===== config.mk =====
export PLATFORM = sky130hd
export DESIGN_NAME = sys_bridge_mc
export DESIGN_NICKNAME = d
export VERILOG_FILES = /design/src/rtl/sys_bridge_mc.sv
export SDC_FILE = /design/constraint.sdc
export NUM_CORES = 1
export LEC_CHECK = 0
export ABC_AREA = 1
export CAP_MARGIN = 30
export CORE_ASPECT_RATIO = 0.8
export CORE_MARGIN = 4
export CORE_UTILIZATION = 42
export CTS_BUF_LIST = sky130_fd_sc_hd__clkbuf_8
export DETAILED_ROUTE_END_ITERATION = 8
export GPL_TIMING_DRIVEN = 0
export PLACE_DENSITY = 0.94
export SYNTH_ARGS = -nofsm -noshare
export SYNTH_HDL_FRONTEND = slang
export SYNTH_SLANG_ARGS = --single-unit

===== constraint.sdc =====
create_clock -name clk -period 5.4 [get_ports clk]
set_input_delay 1.08 -clock clk [delete_from_list [all_inputs] [get_ports clk]]
set_output_delay 1.08 -clock clk [all_outputs]
set_load 0.05 [all_outputs]

===== src/rtl/sys_bridge_mc.sv =====
// Multi-channel CPU-to-target bridge: window decode, four-phase handshake, error reporting.
// Optional target timeout is enabled by defining BRIDGE_TIMEOUT_EN.
module sys_bridge_mc #(
   parameter int unsigned AW = 32,
   parameter int unsigned DW = 32,
   parameter int unsigned N_CH = 4,
   parameter logic [N_CH*AW-1:0] WIN_BASE =
      {32'h0020_0000, 32'h0010_0000, 32'h0000_8000, 32'h0000_0000},
   parameter logic [N_CH*AW-1:0] WIN_MASK =
      {32'hFFE0_0000, 32'hFFF0_0000, 32'hFFFF_C000, 32'hFFFF_8000},
   parameter int unsigned TO_CYCLES = 255,
   parameter int unsigned TW = 8
) (
   input  logic               clk,
   input  logic               rst,
   input  logic               cpu_req,
   input  logic               cpu_we,
   input  logic [AW-1:0]      cpu_addr,
   input  logic [DW-1:0]      cpu_wdata,
   output logic               cpu_ack,
   output logic               cpu_err,
   output logic [DW-1:0]      cpu_rdata,
   output logic [N_CH-1:0]    tgt_req,
   output logic               tgt_we,
   output logic [AW-1:0]      tgt_addr,
   output logic [DW-1:0]      tgt_wdata,
   input  logic [N_CH*DW-1:0] tgt_rdata,
   input  logic [N_CH-1:0]    tgt_ack,
   output logic               busy,
   output logic [15:0]        err_count
);

   localparam int unsigned CW = (N_CH > 1) ? $clog2(N_CH) : 1;

   typedef enum logic [1:0] {StIdle, StWait, StResp} state_e;

   state_e          state_q, state_d;
   logic [CW-1:0]   ch_q, ch_d;
   logic            we_q, we_d;
   logic [AW-1:0]   addr_q, addr_d;
   logic [DW-1:0]   wdata_q, wdata_d;
   logic [N_CH-1:0] req_q, req_d;
   logic            ack_q, ack_d;
   logic            err_q, err_d;
   logic [DW-1:0]   rdata_q, rdata_d;
   logic [15:0]     err_cnt_q, err_cnt_d;
   logic            err_inc;

   // Decode: scanning downwards leaves the lowest-index hit as the winner.
   logic            hit;
   logic [CW-1:0]   win;
   logic [AW-1:0]   win_mask;

   always_comb begin
      hit      = 1'b0;
      win      = '0;
      win_mask = '0;
      for (int k = N_CH - 1; k >= 0; k--) begin
         if ((cpu_addr & WIN_MASK[k*AW +: AW]) == WIN_BASE[k*AW +: AW]) begin
            hit      = 1'b1;
            win      = CW'(k);
            win_mask = WIN_MASK[k*AW +: AW];
         end
      end
   end

`ifdef BRIDGE_TIMEOUT_EN
   logic [TW-1:0] to_cnt_q, to_cnt_d;
   logic          to_expired;

   assign to_expired = (to_cnt_q == TW'(TO_CYCLES - 1));

   always_ff @(posedge clk or posedge rst) begin
      if (rst) begin
         to_cnt_q <= '0;
      end else begin
         to_cnt_q <= to_cnt_d;
      end
   end
`else
   logic unused_to_cfg;
   assign unused_to_cfg = ^{TW, TO_CYCLES};
`endif

   always_comb begin
      state_d = state_q;
      ch_d    = ch_q;
      we_d    = we_q;
      addr_d  = addr_q;
      wdata_d = wdata_q;
      req_d   = req_q;
      ack_d   = ack_q;
      err_d   = err_q;
      rdata_d = rdata_q;
      err_inc = 1'b0;
`ifdef BRIDGE_TIMEOUT_EN
      to_cnt_d = to_cnt_q;
`endif
      unique case (state_q)
         StIdle: begin
            if (cpu_req) begin
               if (hit) begin
                  ch_d    = win;
                  we_d    = cpu_we;
                  addr_d  = cpu_addr & ~win_mask;
                  wdata_d = cpu_wdata;
                  req_d   = N_CH'(1) << win;
`ifdef BRIDGE_TIMEOUT_EN
                  to_cnt_d = '0;
`endif
                  state_d = StWait;
               end else begin
                  ack_d   = 1'b1;
                  err_d   = 1'b1;
                  rdata_d = '0;
                  err_inc = 1'b1;
                  state_d = StResp;
               end
            end
         end
         StWait: begin
            // Only the selected channel's ack counts; it beats a same-edge timeout.
            if (tgt_ack[ch_q]) begin
               req_d = '0;
               if (!we_q) begin
                  rdata_d = tgt_rdata[ch_q*DW +: DW];
               end
               ack_d   = 1'b1;
               err_d   = 1'b0;
               state_d = StResp;
            end
`ifdef BRIDGE_TIMEOUT_EN
            else if (to_expired) begin
               req_d = '0;
               if (!we_q) begin
                  rdata_d = '1;
               end
               ack_d   = 1'b1;
               err_d   = 1'b1;
               err_inc = 1'b1;
               state_d = StResp;
            end else begin
               to_cnt_d = to_cnt_q + 1'b1;
            end
`endif
         end
         StResp: begin
            if (!cpu_req) begin
               ack_d   = 1'b0;
               err_d   = 1'b0;
               state_d = StIdle;
            end
         end
         default: state_d = StIdle;
      endcase
   end

   always_comb begin
      err_cnt_d = err_cnt_q;
      if (err_inc && (err_cnt_q != 16'hFFFF)) begin
         err_cnt_d = err_cnt_q + 16'd1;
      end
   end

   always_ff @(posedge clk or posedge rst) begin
      if (rst) begin
         state_q   <= StIdle;
         ch_q      <= '0;
         we_q      <= 1'b0;
         addr_q    <= '0;
         wdata_q   <= '0;
         req_q     <= '0;
         ack_q     <= 1'b0;
         err_q     <= 1'b0;
         rdata_q   <= '0;
         err_cnt_q <= '0;
      end else begin
         state_q   <= state_d;
         ch_q      <= ch_d;
         we_q      <= we_d;
         addr_q    <= addr_d;
         wdata_q   <= wdata_d;
         req_q     <= req_d;
         ack_q     <= ack_d;
         err_q     <= err_d;
         rdata_q   <= rdata_d;
         err_cnt_q <= err_cnt_d;
      end
   end

   assign cpu_ack   = ack_q;
   assign cpu_err   = err_q;
   assign cpu_rdata = rdata_q;
   assign tgt_req   = req_q;
   assign tgt_we    = we_q;
   assign tgt_addr  = addr_q;
   assign tgt_wdata = wdata_q;
   assign busy      = (state_q != StIdle);
   assign err_count = err_cnt_q;

endmodule


Word level (Yosys, flattened, before mapping)
Cells that the tools add are included.
Widths: inputs -> output; s select.
{"block": "totals", "register_bits": 123, "output_inout_bits": 120, "wordCells": 77}
{"block": "classes", "reduce_logical": 11, "muxes": 38, "eq_ne": 12, "n_lt_le_gt_ge": 1, "n_addsub": 1, "bitwise": 2, "n_shift": 2}
{"op": "$mux 32", "count": 8}
{"op": "$shiftx 128x8->32", "count": 1}
{"op": "$pmux 32 s2", "count": 1}
{"op": "$and 32x32->32", "count": 1}
{"op": "$logic_not 32->1", "count": 1}
{"op": "$not 32->32", "count": 1}
{"op": "$eq 18x2->1 const B", "count": 1}
{"op": "$add 16x1->16 const B", "count": 1}
{"op": "$mux 2", "count": 8}
{"op": "$ne 16x16->1 const B", "count": 1}
{"op": "$mux 1", "count": 13}
{"op": "$eq 12x1->1 const B", "count": 1}
{"op": "$mux 4", "count": 3}
{"op": "$ne 2x2->1 const B", "count": 6}
{"op": "$eq 11x1->1 const B", "count": 1}
{"op": "$reduce_and 5->1", "count": 2}
{"op": "$pmux 4 s2", "count": 1}
{"op": "$pmux 1 s3", "count": 2}
{"op": "$pmux 2 s3", "count": 1}
{"op": "$reduce_and 3->1", "count": 2}
{"op": "$reduce_and 4->1", "count": 1}
{"op": "$reduce_bool 2->1", "count": 2}
{"op": "$shl 1x2->4 const A", "count": 1}
{"op": "$lt 2x3->1 const B", "count": 1}
{"op": "other kinds (6)", "count": 6}

Logic depth before layout (Yosys ltp)
{"block": "depth", "word_depth": 9, "depth_mapped": 12}

Worst setup path before layout
Ideal clock, no wire load.
{"block": "synth_timing", "path_kind": "input port to flip-flop", "from": "input cpu_addr[27]", "to": "register addr_q[0] (netlist: tgt_addr[0])", "t_arrival_ns": 2.219, "setup_time_ns": 0.118, "slack_ns": 3.064, "stages": 12, "cell_sequence": "nor2_2 > nand2_2 > nor2_4 > nand3_2 > nand2_4 > nor2_8 > nor2_8 > nand2_2 > buf_6 > buf_6 > nand2_1 > nand2_1"}
{"block": "synth_between", "elab_chain_len": 6, "word_cells_on_any_way": 14, "cone_classes": "3 x eq/ne; 7 x mux; 2 x bitwise; 2 x reduce/logical"}
{"element": "start, declared", "line": "18", "source": "input logic [AW-1:0] cpu_addr,"}
{"element": "$eq 11x1->1 / $eq 12x1->1 (equally long branches)", "line": "59", "source": "if ((cpu_addr & WIN_MASK[k*AW +: AW]) == WIN_BASE[k*AW +: AW]) begin"}
{"element": "$mux 1 / $mux 32 (equally long branches) (3 in a row)", "line": "59"}
{"element": "$mux 1 / $not 32->32 (equally long branches)", "line": "59, 105"}
{"element": "$reduce_and 3->1 (no source line) / $and 32x32->32 (equally long branches)"}
{"element": "end signal, assigned", "line": "181", "source": "addr_q <= addr_d;"}
{"element": "end, declared", "line": "40", "source": "logic [AW-1:0] addr_q, addr_d;"}
Parallel ways exist; a longest one is shown, timed or not.
A chain may end at the register's enable or synchronous reset.

Worst setup path in the final report
{"block": "layout_timing", "from": "register state_q[1]", "to": "output busy"}
{"block": "layout_between", "elab_chain_len": 1}
{"element": "start, declared", "line": "37", "source": "state_e state_q, state_d;"}
{"element": "start signal, assigned", "line": "167", "source": "state_q <= StIdle;"}
{"element": "start signal, assigned", "line": "178", "source": "state_q <= state_d;"}
{"element": "$reduce_bool 2->1", "line": "198", "source": "assign busy = (state_q != StIdle);"}
{"element": "end, declared", "line": "29", "source": "output logic busy,"}
Every way passes these cells.

==> impl_metrics.csv <==
group,metric,value,unit
logic_synthesis,synth_edf_count,0,
power_and_ir_drop,power_density,245,nW/um^2
detailed_routing,remaining_drc_errors,0,
final_layout,syn_to_final_growth,60.3,%
power_and_ir_drop,swShare,34.2,%
floorplan,initial_core_util,42.8,%
clock_network,cts-hold-fix-buffers,0,
detailed_routing,ant_nets,0,
global_route,globalRouteOverflowTotal,0,
global_route,antenna_found_initial,1,
sta,rsz0062_at_grt,"no",
placed_design,place_congestion,0.869,
detailed_routing,wirelength,23800,um
placed_design,port-buffer-count,319,
power_and_ir_drop,combinationalPowerShare,27.4,%
sta,final_max_slew_viol_count,0,
logic_synthesis,async_flop_share,100,%
final_layout,design_area,10300,sq um
sta,skew,0.0121,ns
final_layout,layout_common_cells,"nand2_1, clkdlybuf4s50_1, dfrtp_1",
setup_path,critPathLaunch,"state_q[1]",
floorplan,dieArea,17300,sq um
detailed_routing,drtIter0Drc,476,
clock_network,cts_sinks,123,
sta,hold_viol_final,0,
placed_design,dp_slack,2.33,ns
sta,fmax,0.297,GHz
power_and_ir_drop,power.leakage,4.87,nW
sta,max-slew-margin-rel,60.0,%
setup_path,crit_top_cell,"inv_1",
logic_synthesis,synthFlopType,"dfrtp_1",
final_layout,fin_cells,1413,
setup_path,path_max_fanout,6,
outcome,status,"finished, final reports clean",
setup_path,crit_slowest_cell,"clkdlybuf4s50_1",
setup_path,crit_buf_inv,3,
sta,fin_hold_ws,0.474,ns
sta,fin_setup_tns,0,ns
sta,period_share,62.4,%
logic_synthesis,synth_top_cell_area_share,48.0,%
detailed_routing,vias,7128,
floorplan,core,15000,sq um
setup_path,crit_type,"reg2out",
clock_network,postCtsSetupBuffers,0,
clock_network,htree_levels,4,
sta,setup_viol,0,
power_and_ir_drop,pwr-share-clk,33.4,%
logic_synthesis,synth_nets,1075,
global_route,grt_pass1_wl,36900,um
final_layout,fillers,1150,
setup_path,cp.arrival,2.29,ns
logic_synthesis,synth_area,6410,sq um
clock_network,cts_tree,"yes",
floorplan,die_x,146,um
logic_synthesis,syn_avg_cell_area,7.36,sq um
floorplan,io_pins,320,
setup_path,worstReg2RegStart,"state_q[1]",
min_path,hold_path.startpoint,"tgt_addr[28]",
setup_path,crit_required,4.32,ns
power_and_ir_drop,power_switching,861,uW
sta,layout_min_cycle_time,3.37,ns
logic_synthesis,synthCells,871,
final_layout,postLayoutCoreUtil,68.7,%
clock_network,ctsResizeCount,0,
logic_synthesis,yosysWarnings,0,
clock_network,cts_buffers,17,
global_route,grt_max_degree,92,
power_and_ir_drop,finalPower,2.52,mW
floorplan,die_y,118,um
job,maxCapViolations,0,
detailed_routing,viasPerCell,5.04,
sta,layout_setup_ws,2.03,ns
clock_network,clkLatencyLatePin,0.43,ns
setup_path,path_cells,"inv_1 > ha_1 > inv_1 > clkdlybuf4s50_1",
logic_synthesis,ys_types,28,
power_and_ir_drop,peakVddDrop,0.308,mV
placed_design,place_hpwl,18200,um
logic_synthesis,synthTopCellsByArea,"dfrtp_1, nand2_1, a21oi_1",
detailed_routing,first_pass_iters,5,
logic_synthesis,synth_top_cell_by_area,"dfrtp_1",
setup_path,critPathTopFamily,"buffers and inverters",
final_layout,drive_above_1_share,6.13,%
detailed_routing,wl_per_cell,16.8,um
logic_synthesis,ys_seq_area_share,48.0,%
power_and_ir_drop,p_int,1.66,mW
setup_path,startpoint_type,"flip-flop",
power_and_ir_drop,pwr-share-seq,39.2,%
clock_network,cts.reportedPaths.clkPinSlew,0.08,ns
placed_design,placedInstanceArea,9870,sq um
setup_path,cp-end-kind,"output port",
sta,worst_slew_pin_slew,0.600,ns
final_layout,nets,1414,
global_route,grt_pass1_vias,6962,
clock_network,ctsLongestPathBuffers,2,
clock_network,clockRootBuffer,"clkbuf_8",
global_route,track_usage,26.5,%
floorplan,num_rows,40,
placed_design,dpl.cell_count,1380,
min_path,hold_path.class,"reg2reg",
final_layout,mostFrequentLayoutCell,"nand2_1",
setup_path,max_stage_delay,0.89,ns
logic_synthesis,synth-seq-cells,123,
## power groups by stage
stage	clock network [mW]	registers (mW)	logic, mW
2_1_floorplan	0	1.11	0.271
3_3_place_gp	0	1.00	0.670
3_5_place_dp	0	1.00	0.687
4_1_cts	0.856	0.988	0.691
5_1_grt	0.894	0.993	0.741
6_report	0.840	0.988	0.690
## worst min-delay path: stages (launching register included)
cell     delay (ns)
dfrtp_1        0.35
nand2_1        0.05
inv_1          0.04
## cell usage after synthesis, types with 3 or more instances
| cell type | count |
|---|---|
| nand2_2 | 5 |
| buf_4 | 9 |
| a21oi_1 | 65 |
| nand4_1 | 8 |
| nand3_1 | 18 |
| nor2_4 | 3 |
| o21ai_0 | 38 |
| buf_6 | 5 |
| xnor2_1 | 6 |
| xor2_1 | 8 |
| clkbuf_1 | 14 |
| inv_1 | 40 |
| o21ai_1 | 32 |
| dfrtp_1 | 123 |
| nor3_1 | 5 |
| ha_1 | 4 |
| nor2_1 | 30 |
| nand2_1 | 430 |
| buf_1 | 7 |
| buf_2 | 10 |
## state kept, by name, indices dropped and copies added (netlist names)
register   count
cpu_err        1
err_count     16
state_q        2
cpu_ack        1
tgt_wdata     32
tgt_addr      32
tgt_req        4
ch_q           2
cpu_rdata     32
tgt_we         1
## cell type report
class / instances / area [sq um] / area share, %
well taps: 189 / 236 / 2.30
clock buffers: 17 / 234 / 2.28
diodes: 1 / 2.50 / 0.0244
multi-input cells: 661 / 2920 / 28.4
plain buffers: 45 / 253 / 2.46
flip-flops and latches: 123 / 3080 / 30.0
clock inverters: 15 / 166 / 1.62
inverters: 42 / 163 / 1.58
repair buffers: 320 / 3220 / 31.3
## cell families (layout without fill, tap and decap cells)
logic type / after synthesis / after routing / synth area share (%)
AOI/OAI and AO/OA: 136 / 136 / 10.8
xor gates and xnor gates: 14 / 14 / 1.91
adders and majority gates: 4 / 4 / 0.781
buffers and inverters: 87 / 439 / 6.40
DFF: 123 / 123 / 48.0
other: 0 / 1 / 0
and+or+nand+nor: 507 / 507 / 32.1
## routing by layer
metal	share of wire [%]	global-route usage [%]	vias up	wire length (um)
met2	50	44.7	319	11800
met3	8.2	7.36	57	1950
met5	0	0	-	0
met1	39	32.5	3333	9250
li1	-	-	3419	-
met4	3.3	10.2	0	775
## path summary, 6_finish.rpt
| path | depth (start not counted) | slack (ns) | endpoint |
|---|---|---|---|
| hold reg to reg | 2 | 0.47 | tgt_addr[28] |
| setup reg to reg | 7 | 3.39 | cpu_rdata[1] |
| max in group asynchronous | 3 | 3.62 | err_count[15] |
| hold / removal | 2 | 0.47 | tgt_addr[28] |
| min in group asynchronous | 2 | 1.02 | tgt_wdata[25] |
| setup / recovery | 4 | 2.03 | busy |
Power figures use the tool's default switching activity.
==> variant: new RTL, same settings <==
Take the reset off `addr_q`, `wdata_q` and `rdata_q` and load them in a clocked block of their own.
--- a/src/rtl/sys_bridge_mc.sv
+++ b/src/rtl/sys_bridge_mc.sv
@@ -169,4 +169,2 @@
          we_q      <= 1'b0;
-         addr_q    <= '0;
-         wdata_q   <= '0;
          req_q     <= '0;
@@ -174,3 +172,2 @@
          err_q     <= 1'b0;
-         rdata_q   <= '0;
          err_cnt_q <= '0;
@@ -180,4 +177,2 @@
          we_q      <= we_d;
-         addr_q    <= addr_d;
-         wdata_q   <= wdata_d;
          req_q     <= req_d;
@@ -185,5 +180,10 @@
          err_q     <= err_d;
-         rdata_q   <= rdata_d;
          err_cnt_q <= err_cnt_d;
       end
+   end
+
+   always_ff @(posedge clk) begin
+      addr_q  <= addr_d;
+      wdata_q <= wdata_d;
+      rdata_q <= rdata_d;
    end
Function: changed (Yosys sat finds a counterexample within 4 cycles, from zero or initial values and one cycle with rst high).
==> variant against the original RTL <==
Sequential power grew 22%. Final area shrank 5.2%. Critical path type is now input port to flip-flop. Synthesized area is 8.2% lower. Wire length is 8.6% lower. Sequential cell count unchanged. Total power up 20%. Maximum frequency shrank 2.8%. Setup slack lost 0.099 ns.
==> variant: results <==
[synthesis]
synth.area.top_cells = edfxtp_1 (49%), dfrtp_1 (11%), nor2_1 (10%), o21ai_0 (5.8%), nand2_1 (5.5%)
synth_edf_count = 96
synthAdderAreaFrac_pct = 0.8505
syn_nets = 826
synth_xor_xnor_area_share_pct = 1.935
synth-compound-area-share_pct = 9.122
ys_seq_area_share_pct = 60.47
syn_inst = 622
synth_common_cells = nor2_1 (160), edfxtp_1 (96), nand2_1 (86)
postSynth.asyncResetShare_pct = 21.95

[final_layout]
drive_above_1_share_pct = 6.250
final-nonclk-buf-share_pct = 35.55
n_all_buffers = 367
finalNetCount = 1167
seq_area_um2 = 3558
multi_input_area_share_pct = 21.04
fillers = 1015
num-multi-input-gates = 428
clk_share_pct = 3.583

[drt]
viasPerCell = 5.158
dr.first_iter.drc_count = 483
firstDrtPassIters = 6
wl_per_cell_um = 18.80

[setup_path]
setup.worst_path.start = cpu_addr[21]
crit_slowest_cell = nor2_4
critPathMaxFanout = 36
rrSetupSlack_ns = 2.75
r2r_start = state_q[0]
worstPathArrival_ns = 3.58
cpLargestDelayFamily = simple AND/OR/NAND/NOR gates
max_stage_delay_ns = 0.74
crit_path_end = tgt_wdata[12]

[pwr]
ir_drop_v = 0.0003179
leakage_uw = 0.003733

[worst_hold_path]
hold_end = tgt_req[3]
hold_start = tgt_req[3]

[sta]
slew_headroom_pct = 36.95
whs_ns = 0.4874
skew_ns = 0.01053

[global_route]
grt_pass1_wl_um = 32110
grt_pass1_vias = 5877
antenna_found_initial = 0
grt_max_degree = 37

[outcome]
run_status = finished, final reports clean

[placed_design]
place.gp.congestion = 0.9123
placedCellCount = 1124
post-dp-hpwl_um = 16970

[die]
well_tap_count = 180
[variant: changes by cell type after synthesis, sizes merged, moves of 3 or more]
cell	change
nand2	-345
nor2	+129
dfrtp	-96
edfxtp	+96
a21oi	-29
inv	-16
buf	-15
clkbuf	+15
nand4	+15
nand3	-3
[variant: through the flow]
step           setup TNS [ns]  setup slack, ns
3_3_place_gp           -2.528         -0.08028
4_1_cts                     0            1.946
3_5_place_dp                0            1.487
6_report                    0            1.931
2_1_floorplan               0            1.462
5_1_grt                     0            1.741
[variant: power by group]
group	leakage (uW)	switching (uW)	internal, uW
Combinational	0.00229	672	412
Sequential	0.00126	52.6	1160
Clock	0.000182	411	325
Total	0.00373	1140	1890
[variant: per-layer routing]
layer / global-route usage [%] / share of wire [%] / up-vias
li1: - / - / 2789
met1: 31.95 / 38 / 2813
met2: 45.31 / 50 / 320
met3: 7.628 / 9.5 / 41
met4: 7.037 / 2.5 / 0
met5: 0 / 0 / -
